`src/rtl/matrix_drain_collector.sv`:
```
// Collects elements streamed out of a systolic array's drain channels into full rows and
// writes each completed row to memory over a valid/ready port, one job per start_i pulse.
module matrix_drain_collector #(
    parameter int unsigned DATA_WIDTH         = 8,
    parameter int unsigned SYS_ARRAY_SIZE     = 4,
    parameter int unsigned DRAIN_CHANNEL_SIZE = (SYS_ARRAY_SIZE / 2) + (SYS_ARRAY_SIZE % 2),
    parameter int unsigned ADDR_WIDTH         = 64
) (
    input  logic                                         clk,
    input  logic                                         rst_n,
    input  logic                                         start_i,
    input  logic [ADDR_WIDTH-1:0]                        c_addr_i,
    input  logic [DRAIN_CHANNEL_SIZE*(DATA_WIDTH+1)-1:0] drain_data_i,
    output logic                                         mem_wr_valid_o,
    input  logic                                         mem_wr_ready_i,
    output logic [ADDR_WIDTH-1:0]                        mem_wr_addr_o,
    output logic [SYS_ARRAY_SIZE*DATA_WIDTH-1:0]         mem_wr_data_o,
    output logic                                         busy_o,
    output logic                                         done_o,
    output logic                                         overflow_o
);
    localparam int unsigned N         = SYS_ARRAY_SIZE;
    localparam int unsigned C         = DRAIN_CHANNEL_SIZE;
    localparam int unsigned ROW_BITS  = N * DATA_WIDTH;
    localparam int unsigned ROW_BYTES = N * (DATA_WIDTH / 8);
    localparam int unsigned EW        = $clog2(N);
    localparam int unsigned RW        = $clog2(N + C) + 1;
    localparam int unsigned CW        = (C > 1) ? $clog2(C) : 1;
    localparam int unsigned DONE_W    = $clog2(N + 1);

    typedef enum logic [1:0] {StIdle, StCollect, StDone} state_e;

    state_e                r_state, w_state_nxt;
    logic [ADDR_WIDTH-1:0] r_base, w_base_nxt;
    logic [CW-1:0]         r_rr_ptr, w_rr_nxt;
    logic                  r_lock, w_lock_nxt;
    logic [CW-1:0]         r_lock_ch, w_lock_ch_nxt;
    logic [DONE_W-1:0]     r_rows_wr, w_rows_wr_nxt;
    logic                  r_overflow, w_overflow_nxt;

    logic [ROW_BITS-1:0]   r_asm [C];
    logic [ROW_BITS-1:0]   w_asm_nxt [C];
    logic [EW-1:0]         r_elem_cnt [C];
    logic [EW-1:0]         w_elem_cnt_nxt [C];
    logic [RW-1:0]         r_row_num [C];
    logic [RW-1:0]         w_row_num_nxt [C];

    logic [ROW_BITS-1:0]   r_buf_data [C][2];
    logic [ROW_BITS-1:0]   w_buf_data_nxt [C][2];
    logic [RW-1:0]         r_buf_row [C][2];
    logic [RW-1:0]         w_buf_row_nxt [C][2];
    logic                  r_buf_wptr [C];
    logic                  w_buf_wptr_nxt [C];
    logic                  r_buf_rptr [C];
    logic                  w_buf_rptr_nxt [C];
    logic [1:0]            r_buf_cnt [C];
    logic [1:0]            w_buf_cnt_nxt [C];

    logic                  w_arb_any;
    logic [CW-1:0]         w_arb_ch;
    logic [CW-1:0]         w_grant_ch;
    logic                  w_valid;
    logic                  w_hs;
    logic [C-1:0]          w_pop;
    logic [C-1:0]          w_push;
    logic [ROW_BITS-1:0]   w_head_data;
    logic [RW-1:0]         w_head_row;
    logic [ADDR_WIDTH-1:0] w_head_addr;

    function automatic logic [CW-1:0] ch_wrap(input int unsigned v);
        return CW'(v % C);
    endfunction

    // Round-robin search starting at r_rr_ptr; the lowest offset from the pointer wins.
    always_comb begin
        w_arb_any = 1'b0;
        w_arb_ch  = r_rr_ptr;
        for (int i = C - 1; i >= 0; i--) begin
            if (r_buf_cnt[ch_wrap(32'(r_rr_ptr) + 32'(i))] != 2'd0) begin
                w_arb_any = 1'b1;
                w_arb_ch  = ch_wrap(32'(r_rr_ptr) + 32'(i));
            end
        end
    end

    // A stalled request stays locked to its channel so addr/data cannot change under it.
    assign w_grant_ch  = r_lock ? r_lock_ch : w_arb_ch;
    assign w_valid     = (r_state == StCollect) && (r_lock || w_arb_any);
    assign w_hs        = w_valid && mem_wr_ready_i;
    assign w_head_data = r_buf_data[w_grant_ch][r_buf_rptr[w_grant_ch]];
    assign w_head_row  = r_buf_row[w_grant_ch][r_buf_rptr[w_grant_ch]];
    assign w_head_addr = r_base + ADDR_WIDTH'(w_head_row) * ADDR_WIDTH'(ROW_BYTES);

    always_comb begin
        for (int k = 0; k < C; k++) begin
            w_pop[k] = w_hs && (w_grant_ch == CW'(k));
        end
    end

    assign mem_wr_valid_o = w_valid;
    assign mem_wr_addr_o  = w_valid ? w_head_addr : '0;
    assign mem_wr_data_o  = w_valid ? w_head_data : '0;
    assign busy_o         = (r_state != StIdle);
    assign done_o         = (r_state == StDone);
    assign overflow_o     = r_overflow;

    always_comb begin
        w_state_nxt    = r_state;
        w_base_nxt     = r_base;
        w_rr_nxt       = r_rr_ptr;
        w_lock_nxt     = r_lock;
        w_lock_ch_nxt  = r_lock_ch;
        w_rows_wr_nxt  = r_rows_wr;
        w_overflow_nxt = r_overflow;
        w_asm_nxt      = r_asm;
        w_elem_cnt_nxt = r_elem_cnt;
        w_row_num_nxt  = r_row_num;
        w_buf_data_nxt = r_buf_data;
        w_buf_row_nxt  = r_buf_row;
        w_buf_wptr_nxt = r_buf_wptr;
        w_buf_rptr_nxt = r_buf_rptr;
        w_buf_cnt_nxt  = r_buf_cnt;
        w_push         = '0;

        case (r_state)
            StIdle: begin
                if (start_i) begin
                    w_state_nxt    = StCollect;
                    w_base_nxt     = c_addr_i;
                    w_overflow_nxt = 1'b0;
                    w_rr_nxt       = '0;
                    w_lock_nxt     = 1'b0;
                    w_lock_ch_nxt  = '0;
                    w_rows_wr_nxt  = '0;
                    for (int k = 0; k < C; k++) begin
                        w_asm_nxt[k]      = '0;
                        w_elem_cnt_nxt[k] = '0;
                        w_row_num_nxt[k]  = RW'(k);
                        w_buf_wptr_nxt[k] = 1'b0;
                        w_buf_rptr_nxt[k] = 1'b0;
                        w_buf_cnt_nxt[k]  = 2'd0;
                    end
                end
            end

            StCollect: begin
                if (w_hs) begin
                    w_rows_wr_nxt = r_rows_wr + 1'b1;
                    w_rr_nxt      = ch_wrap(32'(w_grant_ch) + 32'd1);
                    w_lock_nxt    = 1'b0;
                    if (r_rows_wr == DONE_W'(N - 1)) begin
                        w_state_nxt = StDone;
                    end
                end else if (w_valid) begin
                    w_lock_nxt    = 1'b1;
                    w_lock_ch_nxt = w_grant_ch;
                end

                for (int k = 0; k < C; k++) begin
                    w_buf_rptr_nxt[k] = r_buf_rptr[k] ^ w_pop[k];
                    if (drain_data_i[k*(DATA_WIDTH+1)]) begin
                        if (r_elem_cnt[k] == EW'(N - 1)) begin
                            if ((r_buf_cnt[k] == 2'd2) && !w_pop[k]) begin
                                w_overflow_nxt = 1'b1;
                            end else if (r_row_num[k] >= RW'(N)) begin
                                // Rows beyond this channel's share have no destination.
                                w_overflow_nxt    = 1'b1;
                                w_elem_cnt_nxt[k] = '0;
                            end else begin
                                w_push[k] = 1'b1;
                                w_buf_data_nxt[k][r_buf_wptr[k]] =
                                    {drain_data_i[k*(DATA_WIDTH+1)+1 +: DATA_WIDTH],
                                     r_asm[k][ROW_BITS-DATA_WIDTH-1:0]};
                                w_buf_row_nxt[k][r_buf_wptr[k]] = r_row_num[k];
                                w_buf_wptr_nxt[k] = ~r_buf_wptr[k];
                                w_row_num_nxt[k]  = r_row_num[k] + RW'(C);
                                w_elem_cnt_nxt[k] = '0;
                            end
                        end else begin
                            w_asm_nxt[k][32'(r_elem_cnt[k])*DATA_WIDTH +: DATA_WIDTH] =
                                drain_data_i[k*(DATA_WIDTH+1)+1 +: DATA_WIDTH];
                            w_elem_cnt_nxt[k] = r_elem_cnt[k] + 1'b1;
                        end
                    end
                    w_buf_cnt_nxt[k] = r_buf_cnt[k] + {1'b0, w_push[k]} - {1'b0, w_pop[k]};
                end
            end

            StDone: begin
                w_state_nxt = StIdle;
            end

            default: begin
                w_state_nxt = StIdle;
            end
        endcase
    end

    always_ff @(posedge clk) begin
        if (!rst_n) begin
            r_state    <= StIdle;
            r_base     <= '0;
            r_rr_ptr   <= '0;
            r_lock     <= 1'b0;
            r_lock_ch  <= '0;
            r_rows_wr  <= '0;
            r_overflow <= 1'b0;
            for (int k = 0; k < C; k++) begin
                r_asm[k]      <= '0;
                r_elem_cnt[k] <= '0;
                r_row_num[k]  <= '0;
                r_buf_wptr[k] <= 1'b0;
                r_buf_rptr[k] <= 1'b0;
                r_buf_cnt[k]  <= 2'd0;
                for (int e = 0; e < 2; e++) begin
                    r_buf_data[k][e] <= '0;
                    r_buf_row[k][e]  <= '0;
                end
            end
        end else begin
            r_state    <= w_state_nxt;
            r_base     <= w_base_nxt;
            r_rr_ptr   <= w_rr_nxt;
            r_lock     <= w_lock_nxt;
            r_lock_ch  <= w_lock_ch_nxt;
            r_rows_wr  <= w_rows_wr_nxt;
            r_overflow <= w_overflow_nxt;
            r_asm      <= w_asm_nxt;
            r_elem_cnt <= w_elem_cnt_nxt;
            r_row_num  <= w_row_num_nxt;
            r_buf_data <= w_buf_data_nxt;
            r_buf_row  <= w_buf_row_nxt;
            r_buf_wptr <= w_buf_wptr_nxt;
            r_buf_rptr <= w_buf_rptr_nxt;
            r_buf_cnt  <= w_buf_cnt_nxt;
        end
    end

endmodule

```
`config.mk`:
```
export PLATFORM = sky130hd
export DESIGN_NAME = matrix_drain_collector
export DESIGN_NICKNAME = d
export VERILOG_FILES = /design/src/rtl/matrix_drain_collector.sv
export SDC_FILE = /design/constraint.sdc
export NUM_CORES = 1
export LEC_CHECK = 0
export CORE_MARGIN = 1.5
export CORE_UTILIZATION = 50
export DETAILED_ROUTE_END_ITERATION = 16
export PLACE_DENSITY = 0.79
export SYNTH_ARGS = -nofsm -noshare
export SYNTH_HDL_FRONTEND = slang
export SYNTH_SLANG_ARGS = --single-unit
```
`constraint.sdc`:
```
create_clock -name clk -period 3.4 [get_ports clk]
set_input_delay 0.51 -clock clk [delete_from_list [all_inputs] [get_ports clk]]
set_output_delay 0.51 -clock clk [all_outputs]
set_load 0.05 [all_outputs]
```
==> results.ini, run 1 <==
[clock_network]
clkTransAtPathRegs_ps=60
worst_skew_pair.late_latency_ps=570
cts_buffers=29
numClockSinks=282
h-tree-depth=1
max-clock-path-buffers=3
ctsRootBufferMaster=clkbuf_16
cts.hold.buffers_added=0
clock_tree_from_tritoncts=done

[timing]
min_period_ps=4220
slew_violations=0
setup_slack_ps=-818
tightest_slew_ps=976
final-setup-viol-count=60
hold_viol_final=0
timing.slew.headroom_pct=34.9
max_clock_freq_ghz=0.237
post-route-period-util_pct=124
worst_slack_on_hold_paths_ps=312
rsz0062_at_grt=true
fin_worst_skew_ps=10.3

[synthesis]
syn_area_sq_mm=0.0140
synth_cell_types=72
postSynthCellCount=1662
synth-edff-count=0
yosys_register_bits=282
post_synth.cell_area_avg_sq_um=8.41
postSynth.asyncResetShare_pct=0
synth_ff_type=dfxtp_1
ys_warn_count=0
syn-num-nets=1770
yosysSeqAreaShare_pct=40.4

[flow_run]
max_cap_viols=0

[setup_path]
crit_path_cell_trace=or2_4, a211oi_4, nor2_4, a211oi_2, a21oi_4, ha_4, buf_6, buf_4, and3_4, o21ai_2, buf_6, buf_4, o31ai_1, buf_4, a21oi_4, buf_12
arrival_time_at_the_worst_endpoint_ps=3710
timing.critical_path.slowest_cell_delay_ps=320
reg2reg_to=r_buf_cnt[3]
cp_slowest_cell=dfxtp_2
path_common_cell=buf_4
crit_path_end_kind=output port
worstPathMaxFanout=7
regToRegStartpoint=r_buf_cnt[1]
worst-r2r-cell-count=13
worstSetupPathType=register to output port
crit_path_start_kind=register
cp_data_required_time_ps=2890
setup.reg_to_reg.worst_slack_ps=670

[power_and_ir_drop]
vdd.ir_drop.worst_uv=421
power_density_mw_per_mm2=367
p_leak_nw=7.30

[layout]
final_design_area_no_fill_sq_mm=0.0199
most-common-layout-cells=386 x nand2_1, 276 x dfxtp_1, 174 x mux2i_1
finalNetCount=1974
filler_cell_count=1893
mostFrequentLayoutCell=nand2_1
final-seq-area_sq_mm=0.00566
diodes_inserted=0
area.growth.synth_to_final_pct=42.6
drive_above_1_share_pct=24.6
footprint_of_the_multi_input_gates_sq_mm=0.00896

[detailed_routing]
dr_total_vias=13600
routed_wire_length_per_instance_um=19.9
first_pass_iters=8
routed_wl_um=45100
drt-vias-per-instance=6.00
drc_errors=0
drtIter0Drc=1354
ant_nets=0

[hold_path]
min_delay_src=rst_n
min_path_cells=3
worst_hold_path.endpoint=r_buf_cnt[1]
hold_path.class=input pin to register

[floorplanning]
fp-row-count=61
die-height_um=170
design.core.area_sq_mm=0.0276
dieWidth_um=170
initial_core_util_pct=50.6
die-area_sq_mm=0.0290
ios=186

[placement]
final_estimated_routing_congestion_in_global_placement=0.896
post-dp-hpwl_um=28600
buffer_ports.inserted=185
detailed_place.area_sq_mm=0.0180

[global_route]
remaining_global_route_overflow=0
grt_antenna_before_repair=1
grt_util_all_layers_pct=30.0
maximum_number_of_pins_on_one_net_before_global_route_repair=188
grt_pass1_vias=13200
first_pass_grt_wire_length_um=69500

[run_status]
failed_checks=negative setup slack
result_of_the_run=finished with violations

where the power goes:
part,total (mW),switching (mW),internal (mW)
Sequential,3.44,0.0812,3.36
Clock,3.36,1.39,1.97
Combinational,0.526,0.317,0.209
Total,7.32,1.78,5.54
final cells by class:
| class | count | area share (%) |
|---|---|---|
| Timing Repair Buffer | 288 | 18.8 |
| Multi-Input combinational cell | 1241 | 44.9 |
| Inverter | 24 | 0.464 |
| Sequential cell | 282 | 28.4 |
| Clock buffer | 38 | 4.21 |
| Tap cell | 378 | 2.37 |
| Clock inverter | 15 | 0.885 |
worst max-delay path, delay by kind of cell, from the launching register on:
kind,cells,cell delay (ps)
fa+ha+maj,1,300
flops,1,320
buf+inv,6,900
simple gates,3,570
compound gates,6,1030
routing by layer:
layer / routed length [um] / track usage [%] / vias to the layer above / share of wire (%)
li1: - / - / 6227 / -
met1: 17600 / 36.5 / 6554 / 39
met2: 21900 / 51.9 / 651 / 49
met3: 3420 / 5.23 / 168 / 7.6
met4: 2200 / 13.4 / 2 / 4.9
met5: 13 / 0 / - / 0.029
through the flow:
stage / power [mW] / setup TNS, ps / std cells / util (%) / setup slack (ps)
floorplan: 3.75 / -7810 / 1662 / - / -326
global placement: 3.98 / -3650 / 2193 / 65.1 / -291
detailed placement: 3.99 / -4990 / 2193 / 65.1 / -319
CTS: 7.32 / -34610 / 2260 / 70.9 / -696
global route: 7.52 / -44700 / 2266 / 72.2 / -909
finish: 7.32 / -39060 / 2266 / 72.2 / -818
cell usage after synthesis (all sizes together), types with 12 or more instances:
library cell	n	area, sq um
o211ai	12	90.1
clkbuf	85	319
buf	31	244
nor4	13	139
nor2	94	355
and3	13	81.3
inv	23	86.3
xor2	14	123
nand3	52	260
xnor2	18	158
nand2	396	1490
a21oi	122	614
a22oi	34	255
nand4	22	171
o31ai	14	105
a211oi	70	531
nor2b	41	257
dfxtp	282	5650
nor3	21	133
or4	23	173
mux2i	176	1760
ha	21	263
what timing repair did:
item / in CTS / in global routing
gates cloned: 2 / 0
setup endpoints to repair: 78 / 84
pin swaps: 43 / 31
resized for setup: 94 / 59
buffers inserted: 12 / 10
how the worst max path moves through the flow:
stage                             from           endpoint  slack [ps]  cells after the start
after global placement    r_buf_cnt[1]  mem_wr_addr_o[57]        -290                     12
after CTS                 r_buf_cnt[1]  mem_wr_addr_o[58]        -700                     14
after detailed placement  r_buf_cnt[1]  mem_wr_addr_o[57]        -320                     12
after floorplan           r_buf_cnt[1]  mem_wr_addr_o[61]        -330                     14
after global routing      r_buf_cnt[1]  mem_wr_addr_o[31]        -910                     15
final                     r_buf_cnt[1]  mem_wr_addr_o[44]        -820                     16
state kept, by name (all words and copies together) (netlist names):
| name | count |
|---|---|
| overflow_o | 1 |
| r_asm | 48 |
| r_base | 64 |
| r_buf_cnt | 4 |
| r_buf_data | 128 |
| r_buf_row | 14 |
| r_buf_rptr | 2 |
| r_buf_wptr | 2 |
| r_elem_cnt | 4 |
| r_lock | 1 |
| r_lock_ch | 1 |
| r_row_num | 7 |
| r_rows_wr | 3 |
| r_rr_ptr | 1 |
| r_state | 2 |
logic make-up (layout without fill, tap and decap cells):
group                    Yosys count  after routing  synth area share (%)
AND/OR/NAND/NOR                  718            719                  24.3
AO/OA/AOI/OAI                    288            288                  13.6
flip-flops                       282            282                  40.4
multiplexers                     180            180                  12.9
buffers and inverters            140            365                  4.67
XOR/XNOR                          32             32                  2.00
adder cells (fa/ha/maj)           22             22                  2.02
Power figures use the tool's default switching activity.
==> inputs of run 2 (changes only) <==
--- a/config.mk
+++ b/config.mk
@@ -5,7 +5,7 @@
 export SDC_FILE = /design/constraint.sdc
 export NUM_CORES = 1
 export LEC_CHECK = 0
-export CORE_MARGIN = 1.5
+export CORE_MARGIN = 3
 export CORE_UTILIZATION = 50
 export DETAILED_ROUTE_END_ITERATION = 16
 export PLACE_DENSITY = 0.79
==> run 2 against run 1 <==
Against the previous run:
- the run still ends with negative setup slack left
- non-clock buffer count shrank 6
- final area is 1.3% lower
- first-iteration DRC count grew 1.3%
- core utilization about the same
- global-route usage shrank 2.4 points
- sequential power barely moved
- critical path depth decreased by 3
- count of clock-buffer cells in the layout shrank 1
- combinational power shrank 2%
- largest power group is now clock
==> results.ini, run 2 (synthesized netlist as in run 1, its figures left out) <==
[floorplanning]
initial_core_util_pct=51.3  ; +0.70 points
dieWidth_um=173  ; +1.8%
fp-row-count=60  ; -1.6%
ios=186  ; unchanged
die-area_sq_mm=0.0300  ; +3.6%
design.core.area_sq_mm=0.0273  ; -1.4%
die-height_um=173  ; +1.8%

[clock_network]
ctsRootBufferMaster=clkbuf_16
max-clock-path-buffers=3  ; unchanged
worst_skew_pair.late_latency_ps=570  ; about the same
clock_tree_from_tritoncts=done
clkTransAtPathRegs_ps=60  ; about the same
h-tree-depth=1  ; unchanged
cts_buffers=29  ; unchanged
numClockSinks=282  ; unchanged

[power_and_ir_drop]
p_leak_nw=7.19  ; -1.5%
vdd.ir_drop.worst_uv=388  ; -7.9%
power_density_mw_per_mm2=378  ; +3.0%

[hold_path]
min_path_cells=3  ; unchanged
min_delay_src=rst_n
worst_hold_path.endpoint=r_buf_cnt[3]
hold_path.class=input pin to register

[setup_path]
worst_setup_path_startpoint=r_buf_cnt[1]
crit_path_start_kind=register
setup.reg_to_reg.worst_slack_ps=420  ; -250 ps
reg2reg_to=r_buf_cnt[3]
crit_path_end_kind=output port
worstPathMaxFanout=7  ; unchanged
worst-r2r-cell-count=14  ; +1
worstSetupPathType=register to output port
arrival_time_at_the_worst_endpoint_ps=3730  ; +20 ps
regToRegStartpoint=r_buf_cnt[1]
cp_data_required_time_ps=2890  ; about the same

[layout]
diodes_inserted=0  ; unchanged
largestRegisters=r_buf_data (128), r_base (64), r_asm (48)
final-seq-area_sq_mm=0.00565  ; about the same
footprint_of_the_multi_input_gates_sq_mm=0.00874  ; -2.5%
drive_above_1_share_pct=23.0  ; -1.6 points
most-common-layout-cells=386 x nand2_1, 277 x dfxtp_1, 174 x mux2i_1
finalNetCount=1967  ; -0.35%
mostFrequentLayoutCell=nand2_1
finalNonFillerCells=2254  ; -0.53%
regMostFlops=r_buf_data
area.growth.synth_to_final_pct=40.7
largest_register_ffs=128  ; unchanged
filler_cell_count=1885  ; -0.42%
finish.utilization_pct=72.2  ; about the same
final_design_area_no_fill_sq_mm=0.0197  ; -1.3%

[run_status]
failed_checks=negative setup slack
result_of_the_run=finished with violations

[timing]
min_period_ps=4240  ; +26.9 ps
fin_worst_skew_ps=15.3  ; +4.96 ps
max_clock_freq_ghz=0.236  ; -0.63%
slew_violations=0  ; unchanged
hold_viol_final=0  ; unchanged
setup_slack_ps=-845  ; -26.9 ps
final-setup-viol-count=64  ; +6.7%
post-route-period-util_pct=125  ; +0.79 points
worst_slack_on_hold_paths_ps=441  ; +129 ps
tightest_slew_ps=1070  ; +94.6 ps
timing.slew.headroom_pct=28.6  ; -6.3 points
rsz0062_at_grt=true

[placement]
placed_cells=2179  ; -0.64%
final_estimated_routing_congestion_in_global_placement=0.852  ; -4.9%
preCtsSetupSlack_ps=-362  ; -43.1 ps
post-dp-hpwl_um=28800  ; +0.55%
buffer_ports.inserted=185  ; unchanged
detailed_place.area_sq_mm=0.0179  ; -0.31%

[global_route]
grtUsageMet2_pct=48.8  ; -3.2 points
maximum_number_of_pins_on_one_net_before_global_route_repair=101  ; -46%
remaining_global_route_overflow=0  ; unchanged
first_pass_grt_wire_length_um=69200  ; -0.39%
grt_util_all_layers_pct=27.6  ; -2.4 points
grt_util_met1_pct=34.9  ; -1.6 points
busiest_layer=met2
grt_pass1_vias=13200  ; -0.57%
grt_antenna_before_repair=0  ; -1
global_route.usage.met3_pct=4.14  ; -1.1 points

[detailed_routing]
routed_wl_um=43500  ; -3.5%
drtIter0Drc=1371  ; +1.3%
routed_wire_length_per_instance_um=19.3  ; -3.0%
drc_errors=0  ; unchanged
drt-vias-per-instance=5.89  ; -1.9%
ant_nets=0  ; unchanged
dr_total_vias=13300  ; -2.4%
first_pass_iters=5  ; -3

[flow_run]
max_cap_viols=0  ; unchanged

==> run 2: changes by cell type in the layout (fill, tap and decap cells not counted), sizes merged <==
cell      before  now
clkinvlp       3    1
buf          201  195
bufinv         3    6
nand2b        10    9
clkinv         9   10
clkbuf        38   37
==> run 2: stage by stage <==
step	total power [mW]	TNS [ps]
CTS	7.46	-35110
global placement	3.97	-3870
finish	7.44	-41050
floorplan	3.75	-7810
global route	7.65	-49130
detailed placement	3.99	-7190
==> run 2: where the power goes <==
part / total [mW] / switching, mW / internal, mW / leakage [nW]
Sequential: 3.44 / 0.0783 / 3.36 / 2.28
Combinational: 0.517 / 0.311 / 0.206 / 4.39
Clock: 3.49 / 1.37 / 2.12 / 0.521
Total: 7.44 / 1.76 / 5.68 / 7.19
==> run 2: routing by layer <==
metal / up-vias / part of all wire (%)
li1: 6206 / -
met1: 6392 / 40
met2: 570 / 50
met3: 101 / 6.4
met4: 0 / 3.2
met5: - / 0
==> run 2: critical path, cell delays in order, from the launching register on <==
cell and delay [ps]:
dfxtp_2 320, or2_4 260, a211oi_4 300, nor2_4 100, a211oi_2 380, a21oi_4 70
ha_1 300, a21oi_2 60, o211ai_1 300, buf_4 240, nand3_4 80, or4_4 520
nand2_4 90, buf_12 130
==> run 2: final cells by class <==
type / instances / area share (%)
Inverter: 24 / 0.471
Clock buffer: 37 / 4.05
Clock inverter: 17 / 1.30
Multi-Input combinational cell: 1240 / 44.4
Sequential cell: 282 / 28.7
Timing Repair Buffer: 282 / 18.7
Tap cell: 372 / 2.37
==> run 2: timing repair <==
action | 4_1_cts | 5_1_grt
hold buffers | 0 | 0
endpoints found under the setup margin | 68 | 75
resized for setup | 78 | 29
cloned | 0 | 0
pin swaps | 33 | 6
setup buffers | 15 | 6
==> run 2: worst max path at each step <==
stage                   endpoint  cells after the start
2_1_floorplan  mem_wr_addr_o[61]                     14
3_3_place_gp   mem_wr_addr_o[56]                     13
3_5_place_dp   mem_wr_addr_o[56]                     13
4_1_cts        mem_wr_addr_o[53]                     14
5_1_grt        mem_wr_addr_o[53]                     13
6_report       mem_wr_addr_o[31]                     13
